--- src/rtl/serial_subtractor.sv ---
// Bit-serial unsigned subtractor: DIFF = A - B (mod 2^WIDTH), one bit per clock, LSB first.
// Latency: START accepted at edge 0, bits processed at edges 1..WIDTH, DONE high for the cycle after edge WIDTH.
// Backpressure: none; START is only honoured in IDLE, and pulses seen in RUN or DONE are dropped, not queued.
//
// Ports:
//   CLK     - single clock, all state changes on the rising edge
//   RST_N   - asynchronous active-low reset
//   START   - request, sampled only while idle
//   A, B    - minuend / subtrahend, captured on the accepted START edge
//   BUSY    - high while bits are being processed
//   DONE    - one-cycle pulse when DIFF/BORROW carry a fresh result
//   DIFF    - A - B modulo 2^WIDTH, holds the last result
//   BORROW  - final borrow-out (A < B unsigned), holds the last result
module serial_subtractor #(
  parameter int WIDTH = 8
) (
  input  logic             CLK,
  input  logic             RST_N,
  input  logic             START,
  input  logic [WIDTH-1:0] A,
  input  logic [WIDTH-1:0] B,
  output logic             BUSY,
  output logic             DONE,
  output logic [WIDTH-1:0] DIFF,
  output logic             BORROW
);

  // Counter must index WIDTH bits; keep at least one bit so WIDTH=1 still elaborates.
  localparam int CW = (WIDTH > 1) ? $clog2(WIDTH) : 1;
  localparam logic [CW-1:0] LAST_CNT = CW'(WIDTH - 1);

  localparam logic [1:0] S_IDLE = 2'd0;
  localparam logic [1:0] S_RUN  = 2'd1;
  localparam logic [1:0] S_DONE = 2'd2;

  logic [1:0]       state;
  logic [WIDTH-1:0] sha;
  logic [WIDTH-1:0] shb;
  logic [WIDTH-1:0] res;
  logic [CW-1:0]    cnt;
  logic             br;

  logic             a_bit;
  logic             b_bit;
  logic             d_bit;
  logic             br_next;
  logic             last_bit;
  logic [WIDTH-1:0] res_next;

  // Full-subtractor cell on the current LSBs.
  assign a_bit   = sha[0];
  assign b_bit   = shb[0];
  assign d_bit   = a_bit ^ b_bit ^ br;
  assign br_next = (~a_bit & b_bit) | (~(a_bit ^ b_bit) & br);

  assign last_bit = (cnt == LAST_CNT);

  // New difference bit enters at the MSB so that after WIDTH shifts bit 0 of
  // the result sits at bit 0. Written as shift/OR rather than a concatenation
  // so the WIDTH=1 case needs no zero-width slice.
  assign res_next = (res >> 1) | (WIDTH'(d_bit) << (WIDTH - 1));

  always_ff @(posedge CLK or negedge RST_N) begin
    if (!RST_N) begin
      state  <= S_IDLE;
      sha    <= '0;
      shb    <= '0;
      res    <= '0;
      cnt    <= '0;
      br     <= 1'b0;
      BUSY   <= 1'b0;
      DONE   <= 1'b0;
      DIFF   <= '0;
      BORROW <= 1'b0;
    end else begin
      case (state)
        S_IDLE: begin
          DONE <= 1'b0;
          if (START) begin
            sha   <= A;
            shb   <= B;
            res   <= '0;
            cnt   <= '0;
            br    <= 1'b0;
            BUSY  <= 1'b1;
            state <= S_RUN;
          end
        end

        S_RUN: begin
          sha <= sha >> 1;
          shb <= shb >> 1;
          res <= res_next;
          br  <= br_next;
          cnt <= cnt + CW'(1);
          if (last_bit) begin
            // Outputs only move here, so they stay stable during RUN.
            DIFF   <= res_next;
            BORROW <= br_next;
            DONE   <= 1'b1;
            BUSY   <= 1'b0;
            state  <= S_DONE;
          end
        end

        S_DONE: begin
          // START is deliberately not looked at here: no back-to-back accept.
          DONE  <= 1'b0;
          state <= S_IDLE;
        end

        default: begin
          BUSY  <= 1'b0;
          DONE  <= 1'b0;
          state <= S_IDLE;
        end
      endcase
    end
  end

endmodule

--- config.mk ---
export PLATFORM = sky130hd
export DESIGN_NAME = serial_subtractor
export DESIGN_NICKNAME = d
export VERILOG_FILES = /design/src/rtl/serial_subtractor.sv
export SDC_FILE = /design/constraint.sdc
export NUM_CORES = 1
export LEC_CHECK = 0
export BUFFER_PORTS_ARGS = -buffer_cell sky130_fd_sc_hd__buf_2
export CORE_UTILIZATION = 57
export CTS_BUF_LIST = sky130_fd_sc_hd__clkbuf_8
export CTS_CLUSTER_DIAMETER = 40
export DETAILED_ROUTE_END_ITERATION = 12
export HOLD_SLACK_MARGIN = 0.08
export PLACE_DENSITY = 0.82
export SETUP_SLACK_MARGIN = 0.1
export SLEW_MARGIN = 10
export SYNTH_ARGS = -nofsm -noshare
export SYNTH_HDL_FRONTEND = slang
export SYNTH_SLANG_ARGS = --single-unit
--- constraint.sdc ---
create_clock -name CLK -period 1.7 [get_ports CLK]
set_input_delay 0.255 -clock CLK [delete_from_list [all_inputs] [get_ports CLK]]
set_output_delay 0.255 -clock CLK [all_outputs]
set_load 0.005 [all_outputs]
======== After elaboration in Yosys (flattened, before gate mapping) ========
Cells that the tools add are included.
W data, S select, Z words.
storage, ports and cells
  flip-flop bits (word level) ............. 41
  logic and storage cells ................. 49
  input bits .............................. 19
  output and inout port bits .............. 11
operators by class
  add/subtract/negate cells ............... 1
  mux-type cells .......................... 18
  bitwise gates (word level) .............. 9
  reductions and logical operators ........ 6
  eq/ne operators ......................... 5
operator list
  operator               count
  $pmux W8 S2            3
  $mux W8                3
  $or A7 B8 Y8           1
  $pmux W3 S2            1
  $reduce_and A2 Y1      3
  $mux W1                5
  $mux W2                2
  $ne A2 B2 Y1 const B   2
  $pmux W2 S2            1
  $add A3 B1 Y3 const B  1
  $eq A3 B3 Y1 const B   1
  $mux W3                1
  $not A1 Y1             3
  $pmux W1 S3            1
  $reduce_and A3 Y1      1
  $and A1 B1 Y1          2
  $eq A2 B1 Y1 const B   1
  $eq A2 B2 Y1 const B   1
  $logic_not A2 Y1       1
  $pmux W1 S2            1
  $reduce_bool A2 Y1     1
  $xor A1 B1 Y1          2
  $or A1 B1 Y1           1

======== Depth between registers and ports, before layout ========
Gate-level depths: netlist of the first run.
  depth after elaboration ................. 5
  gate-level depth with buffers ........... 6
  gate-level depth less buffers ........... 5

======== Worst setup path after synthesis of the first run ========
Ideal clock, no wire load.
  path type ............................... register to register
  start point ............................. register cnt[0]
  end point ............................... register DIFF[1]
  setup time .............................. 0.125 ns
  data arrival time ....................... 1.325 ns
  clock period less this slack ............ 1.450 ns
  slack ................................... 0.250 ns
  stages on the path, launching flop included .. 6
  path buffers ............................ 1
  data required time ...................... 1.575 ns
  path through ............................ dfrtp_1 -> ha_1 -> ha_1 -> nand3b_4 -> buf_6 -> mux2_4
between the ends
  word-level cells in the longest chain between the ends .. 2
RTL lines
  item                         RTL line  text
  start: declaration           40        logic [CW-1:0] cnt;
  start signal: assignment     95        cnt <= cnt + CW'(1);
  $eq A3 B3 Y1                 56        assign last_bit = (cnt == LAST_CNT);
  $reduce_and A2 Y1 (no line)  n/a
  end signal: assignment       98        DIFF <= res_next;
  end: declaration             24        output logic [WIDTH-1:0] DIFF,
No other way between the ends.
A chain may end at the register's enable or synchronous reset.

======== Final worst setup path of the first run ========
  start point ............................. register cnt[0]
  end point ............................... register DIFF[0]
Same word-level chain as after synthesis.

==> qor.txt, run 1 <==
Total GRT Usage: 0.230
Combinational share of power: 0.362
Nets: 192
GP Congestion: 0.745
Final Hold Fails: 0
Failing checks: design-rule violations
Worst path required time: 1.88 ns
Stages on worst setup path: 4
GRT overflow: 0
Post-Layout Cell Count: 202
Port bufs: 29
Seq/Total Area, Yosys: 0.588
CTS tree: yes
Worst r2r dst: DIFF[0]
Starting Density: 0.607
Number of global-route vias before repair: 1158
Leak: 0.990 nW
Initial DRC count: 22
Share of layout cells above drive strength 1: 0.316
# DRC: 2
RSZ-0062 raised after global routing: false
CP max FO: 11
Setup TNS: 0 ns
Placement Cell Area: 1840 sq um
Overall power: 3.61 mW
Seq cells post-synth: 40
Cells on Worst Hold Path: 3
CP delay by family, top: adder cells
Die ar.: 3210 sq um
Clock power share: 0.179
Flop pwr share: 0.459
Critical setup path kind: register to register
Worst path bufs/invs: 0
Reg2Reg Depth: 4
Outcome: complete, but fails checks
Design area: 1950 sq um
Crit end category: register
Avg Inst Size Synth: 12.3 sq um
DIE WIDTH: 56.7 um
Root Buffer Master: clkbuf_8
Flop2flop setup slack: 0.16 ns
Pre-CTS setup slack: 0.166 ns
Maximum number of pins on one net before global-route repair: 41
Via count: 1152
Commonest non-fill, non-tap cells in the layout: dfrtp_1, buf_2, nor2_1
Most used cell, CP: ha_1
Commonest non-fill, non-tap cell in the layout: dfrtp_1
Vias per cell: 5.70
CP endpoint: DIFF[0]
Final WL: 3170 um
Max clock buf depth: 2
Initial antenna violation count: 0
I/O pin cnt: 30
Worst EP arrival: 1.72 ns
Core area: 2810 sq um
M2 GR Usage: 0.338
Relative slew margins: 0.678
Area Overhead vs Synth: 14.3%
Met3 usage: 0.0806
Worst Skew: 0.00601 ns
Dpl hpwl: 2100 um
Tightest Pin Transition: 0.482 ns
H-tree levels: 2
First-pass GRT wire length: 5420 um
Synth Net Count: 160
DR WL/cell: 15.7 um
Post-DRT Antenna Nets: 0
Drt pass-1 iters: 9
CP Cell Sequence: ha_1, ha_1, nand3b_4, mux2_2
Die H: 56.7 um
Fmax: 649 MHz
Hold WC Path Type: input port to register
CP peak stage delay: 0.40 ns
Power Density: 1850 nW/um^2
Warnings, synthesis: 0
# setup viols final: 0
Final period util: 0.906
Netlist cell types: 27
Worst setup margin: 0.160 ns
Worst skew pair latency: 0.29 ns
Switch share: 0.335
Pint: 2.40 mW
Number of antenna diodes: 0
Placed cells: 193
Clock Sinks: 40
Worst vdd ir: 0.000932 V
FP Rows: 19
R2r startpoint: cnt[0]
Mapped Area: 1700 sq um
Total CTS buffers: 5
CP max stage cell: dfrtp_1
GR peak layer: met2
Crit. Startpoint: cnt[0]
Psw: 1.21 mW
Syn Inst Count: 138
Fin crit period: 1.54 ns
Clock transition at path regs: 0.07 ns
Startpoint Class: register
Max Cap Viol: 0
Final Max Tran Viols: 0
Met1 Use GR: 0.313
-- power by group through the flow --
| stage | logic (mW) | registers, mW | clock network [mW] |
|---|---|---|---|
| floorplan | 1.03 | 1.59 | 0 |
| global placement | 1.23 | 1.64 | 0 |
| detailed placement | 1.30 | 1.67 | 0 |
| CTS | 1.32 | 1.65 | 0.655 |
| global route | 1.49 | 1.71 | 0.684 |
| finish | 1.31 | 1.66 | 0.645 |
-- area by class of cell --
cell class | instances | area, sq um
timing repair buffer | 33 | 178
fill | 207 | 860
sequential | 40 | 1000
clock inverter | 2 | 10.0
multi-input combinational | 84 | 613
inverter | 6 | 22.5
clock buffer | 6 | 82.6
tap | 31 | 38.8
-- metal layers --
layer  wire length [um]  up-vias
met5                  0        -
met3                127        6
li1                   -      558
met2               1510       27
met1               1490      561
met4                 44        0
-- state kept, by name, summed over array words and instances, names as in the netlist --
signal and cells:
cnt 3, res 7, br 1, DIFF 8, sha 8, BORROW 1
shb 8, BUSY 1, state 2, DONE 1
-- synthesized netlist by cell type --
library cell	n	area share
nand2_1	3	0.0066
inv_2	1	0.0022
nand3b_4	1	0.012
nand2b_1	1	0.0037
inv_1	5	0.011
nor2_1	17	0.037
mux2_4	7	0.062
nor2b_1	1	0.0037
buf_4	3	0.013
fa_1	1	0.012
o21bai_2	1	0.0066
nor2_2	1	0.0037
dfrtp_1	40	0.59
a32o_1	1	0.0059
a22oi_1	1	0.0044
a21oi_1	13	0.038
mux2_2	1	0.0066
o21ba_4	1	0.0096
nand2b_4	1	0.0081
a22o_1	10	0.051
nor3_1	1	0.0029
buf_6	3	0.020
o22ai_1	14	0.051
buf_2	2	0.0059
o21ai_0	5	0.015
nor4b_1	1	0.0051
ha_1	2	0.015
-- worst min-delay path, stage by stage --
cell	delay [ns]
buf_2	0.09
nand2_1	0.05
o21ai_0	0.07
-- worst min-delay path by stage --
stage           from     end  slack (ns)
6_report        B[7]  shb[7]        0.22
5_1_grt         A[7]  sha[7]        0.21
4_1_cts         B[7]  shb[7]        0.22
3_5_place_dp   RST_N  sha[4]        0.33
3_3_place_gp   RST_N  sha[2]        0.33
2_1_floorplan  RST_N  BORROW       -0.04
-- through the flow --
stage	hold slack (ns)	utilization
2_1_floorplan	-0.0406	-
3_3_place_gp	0.330	0.657
3_5_place_dp	0.334	0.657
4_1_cts	0.218	0.694
5_1_grt	0.215	0.694
6_report	0.223	0.694
-- cells by family after synthesis --
family | Yosys count | synth area share
buf+inv | 14 | 0.0522
simple gates | 27 | 0.0830
flops | 40 | 0.588
compound gates | 46 | 0.182
mux | 8 | 0.0683
fa+ha+maj | 3 | 0.0264
-- repair_timing --
action | CTS | global route
gates resized for setup | 0 | 0
hold endpoints to repair | 40 | 0
hold buffers | 1 | 0
buffers inserted | 0 | 0
(Power assumes the default switching activity.)
==> run 2: changes to the inputs <==
--- a/config.mk
+++ b/config.mk
@@ -6,12 +6,12 @@
 export NUM_CORES = 1
 export LEC_CHECK = 0
 export BUFFER_PORTS_ARGS = -buffer_cell sky130_fd_sc_hd__buf_2
-export CORE_UTILIZATION = 57
+export CORE_UTILIZATION = 61
 export CTS_BUF_LIST = sky130_fd_sc_hd__clkbuf_8
 export CTS_CLUSTER_DIAMETER = 40
 export DETAILED_ROUTE_END_ITERATION = 12
 export HOLD_SLACK_MARGIN = 0.08
-export PLACE_DENSITY = 0.82
+export PLACE_DENSITY = 0.87
 export SETUP_SLACK_MARGIN = 0.1
 export SLEW_MARGIN = 10
 export SYNTH_ARGS = -nofsm -noshare
==> constraint.sdc (replaced) <==
create_clock -name CLK -period 1.9 [get_ports CLK]
set_input_delay 0.285 -clock CLK [delete_from_list [all_inputs] [get_ports CLK]]
set_output_delay 0.285 -clock CLK [all_outputs]
set_load 0.005 [all_outputs]
==> run 2 against run 1 <==
Core utilization rose by 6.7 points. Critical path type unchanged. Final area rose by 0.32%. Critical path depth did not move. The run now ends clean. Fmax fell by 0.22%.
==> qor.txt, run 2 (synthesis results as in run 1) <==
Relative slew margins: 0.618
Port bufs: 29
Worst EP arrival: 1.72 ns
Startpoint Class: register
CTS tree: yes
Die H: 54.8 um
DR WL/cell: 16.6 um
Combinational share of power: 0.350
Flop2flop setup slack: 0.36 ns
# setup viols final: 0
Biggest regs: DIFF (8), sha (8), shb (8)
Clock power share: 0.199
Nets: 191
Share of layout cells above drive strength 1: 0.306
Vias per cell: 6.10
Critical setup path kind: register to register
Max clock buf depth: 2
Clock Sinks: 40
Tightest Pin Transition: 0.573 ns
Die ar.: 3010 sq um
DIE WIDTH: 54.8 um
Power Density: 1700 nW/um^2
Drt pass-1 iters: 4
Initial DRC count: 34
Switch share: 0.328
Setup TNS: 0 ns
Fin crit period: 1.54 ns
Crit. Startpoint: cnt[0]
# DRC: 0
Crit end category: register
R2r startpoint: cnt[0]
Outcome: completed
Hold WC Path Type: input port to register
Root Buffer Master: clkbuf_8
H-tree levels: 2
Max Cap Viol: 0
Worst vdd ir: 0.00118 V
GRT overflow: 0
Number of global-route vias before repair: 1113
Worst Skew: 0.00786 ns
Total CTS buffers: 5
I/O pin cnt: 30
Leak: 0.993 nW
Starting Density: 0.663
Psw: 1.09 mW
Final period util: 0.812
Fmax: 648 MHz
Pint: 2.22 mW
Area Overhead vs Synth: 14.6%
Number of antenna diodes: 0
Worst path required time: 2.08 ns
FP Rows: 18
Initial antenna violation count: 0
Dpl hpwl: 2190 um
Commonest non-fill, non-tap cells in the layout: dfrtp_1, buf_2, nor2_1
Worst skew pair latency: 0.29 ns
Clock transition at path regs: 0.07 ns
Final Hold Fails: 0
CP max FO: 11
Maximum number of pins on one net before global-route repair: 27
Post-DRT Antenna Nets: 0
Final WL: 3320 um
Core area: 2570 sq um
Total GRT Usage: 0.252
Setup Fix Bufs, Post-CTS: 0
Commonest non-fill, non-tap cell in the layout: dfrtp_1
RSZ-0062 raised after global routing: false
Flop pwr share: 0.451
Via count: 1220
GP Congestion: 0.788
# fillers: 178
Hold slack: 0.264 ns
First-pass GRT wire length: 4970 um
Final Max Tran Viols: 0
Hold path start: B[7]
run 2: cell types whose count changed in the layout (fill, tap and decap cells not counted):
cell       delta
buf_4         -1
bufinv_16     +1
clkbuf_8      -1
clkinv_2      -1
inv_1         +1
run 2: final timing paths:
path                            cells after the start       to
worst max-delay path                                4  DIFF[0]
min in group asynchronous                           2   sha[3]
worst min register to register                      1   res[1]
worst max register to register                      4  DIFF[0]
max in group asynchronous                           3   shb[1]
worst min-delay path                                3   shb[7]
run 2: power groups by stage:
stage | sequential (mW) | clock (mW) | combinational [mW]
final | 1.49 | 0.659 | 1.16
after CTS | 1.49 | 0.675 | 1.16
after floorplan | 1.42 | 0 | 0.922
after global routing | 1.53 | 0.699 | 1.27
after detailed placement | 1.50 | 0 | 1.14
after global placement | 1.47 | 0 | 1.08
run 2: through the flow:
stage	total power, mW	setup slack (ns)	util	std cells	cell area (sq um)
detailed placement	2.64	0.371	0.714	191	1830
CTS	3.32	0.359	0.760	200	1950
finish	3.31	0.357	0.760	200	1950
global placement	2.55	0.430	0.714	191	1830
floorplan	2.34	0.450	-	138	1700
global route	3.50	0.304	0.760	200	1950
run 2: area by class of cell:
cell class / instances / area (sq um) / share of cell area
Sequential cell: 40 / 1000 / 0.513
Multi-Input combinational cell: 84 / 613 / 0.314
Timing Repair Buffer: 32 / 170 / 0.0872
Clock buffer: 5 / 68.8 / 0.0353
Clock inverter: 3 / 38.8 / 0.0199
Tap cell: 30 / 37.5 / 0.0192
Inverter: 6 / 22.5 / 0.0115
run 2: layer usage:
layer | vias up | routed length (um) | global-route usage
met5 | - | 0 | 0
li1 | 554 | - | -
met2 | 45 | 1710 | 0.390
met1 | 614 | 1340 | 0.308
met3 | 7 | 194 | 0.0972
met4 | 0 | 71 | 0.120
run 2: repair_timing:
item	in CTS	in global routing
hold endpoints to repair	24	0
resized for setup	0	0
hold buffers	1	0
run 2: worst max-delay path, stage by stage (launching register included):
cell      delay (ns)
dfrtp_1         0.40
ha_1            0.21
ha_1            0.26
nand3b_4        0.21
mux2_2          0.35
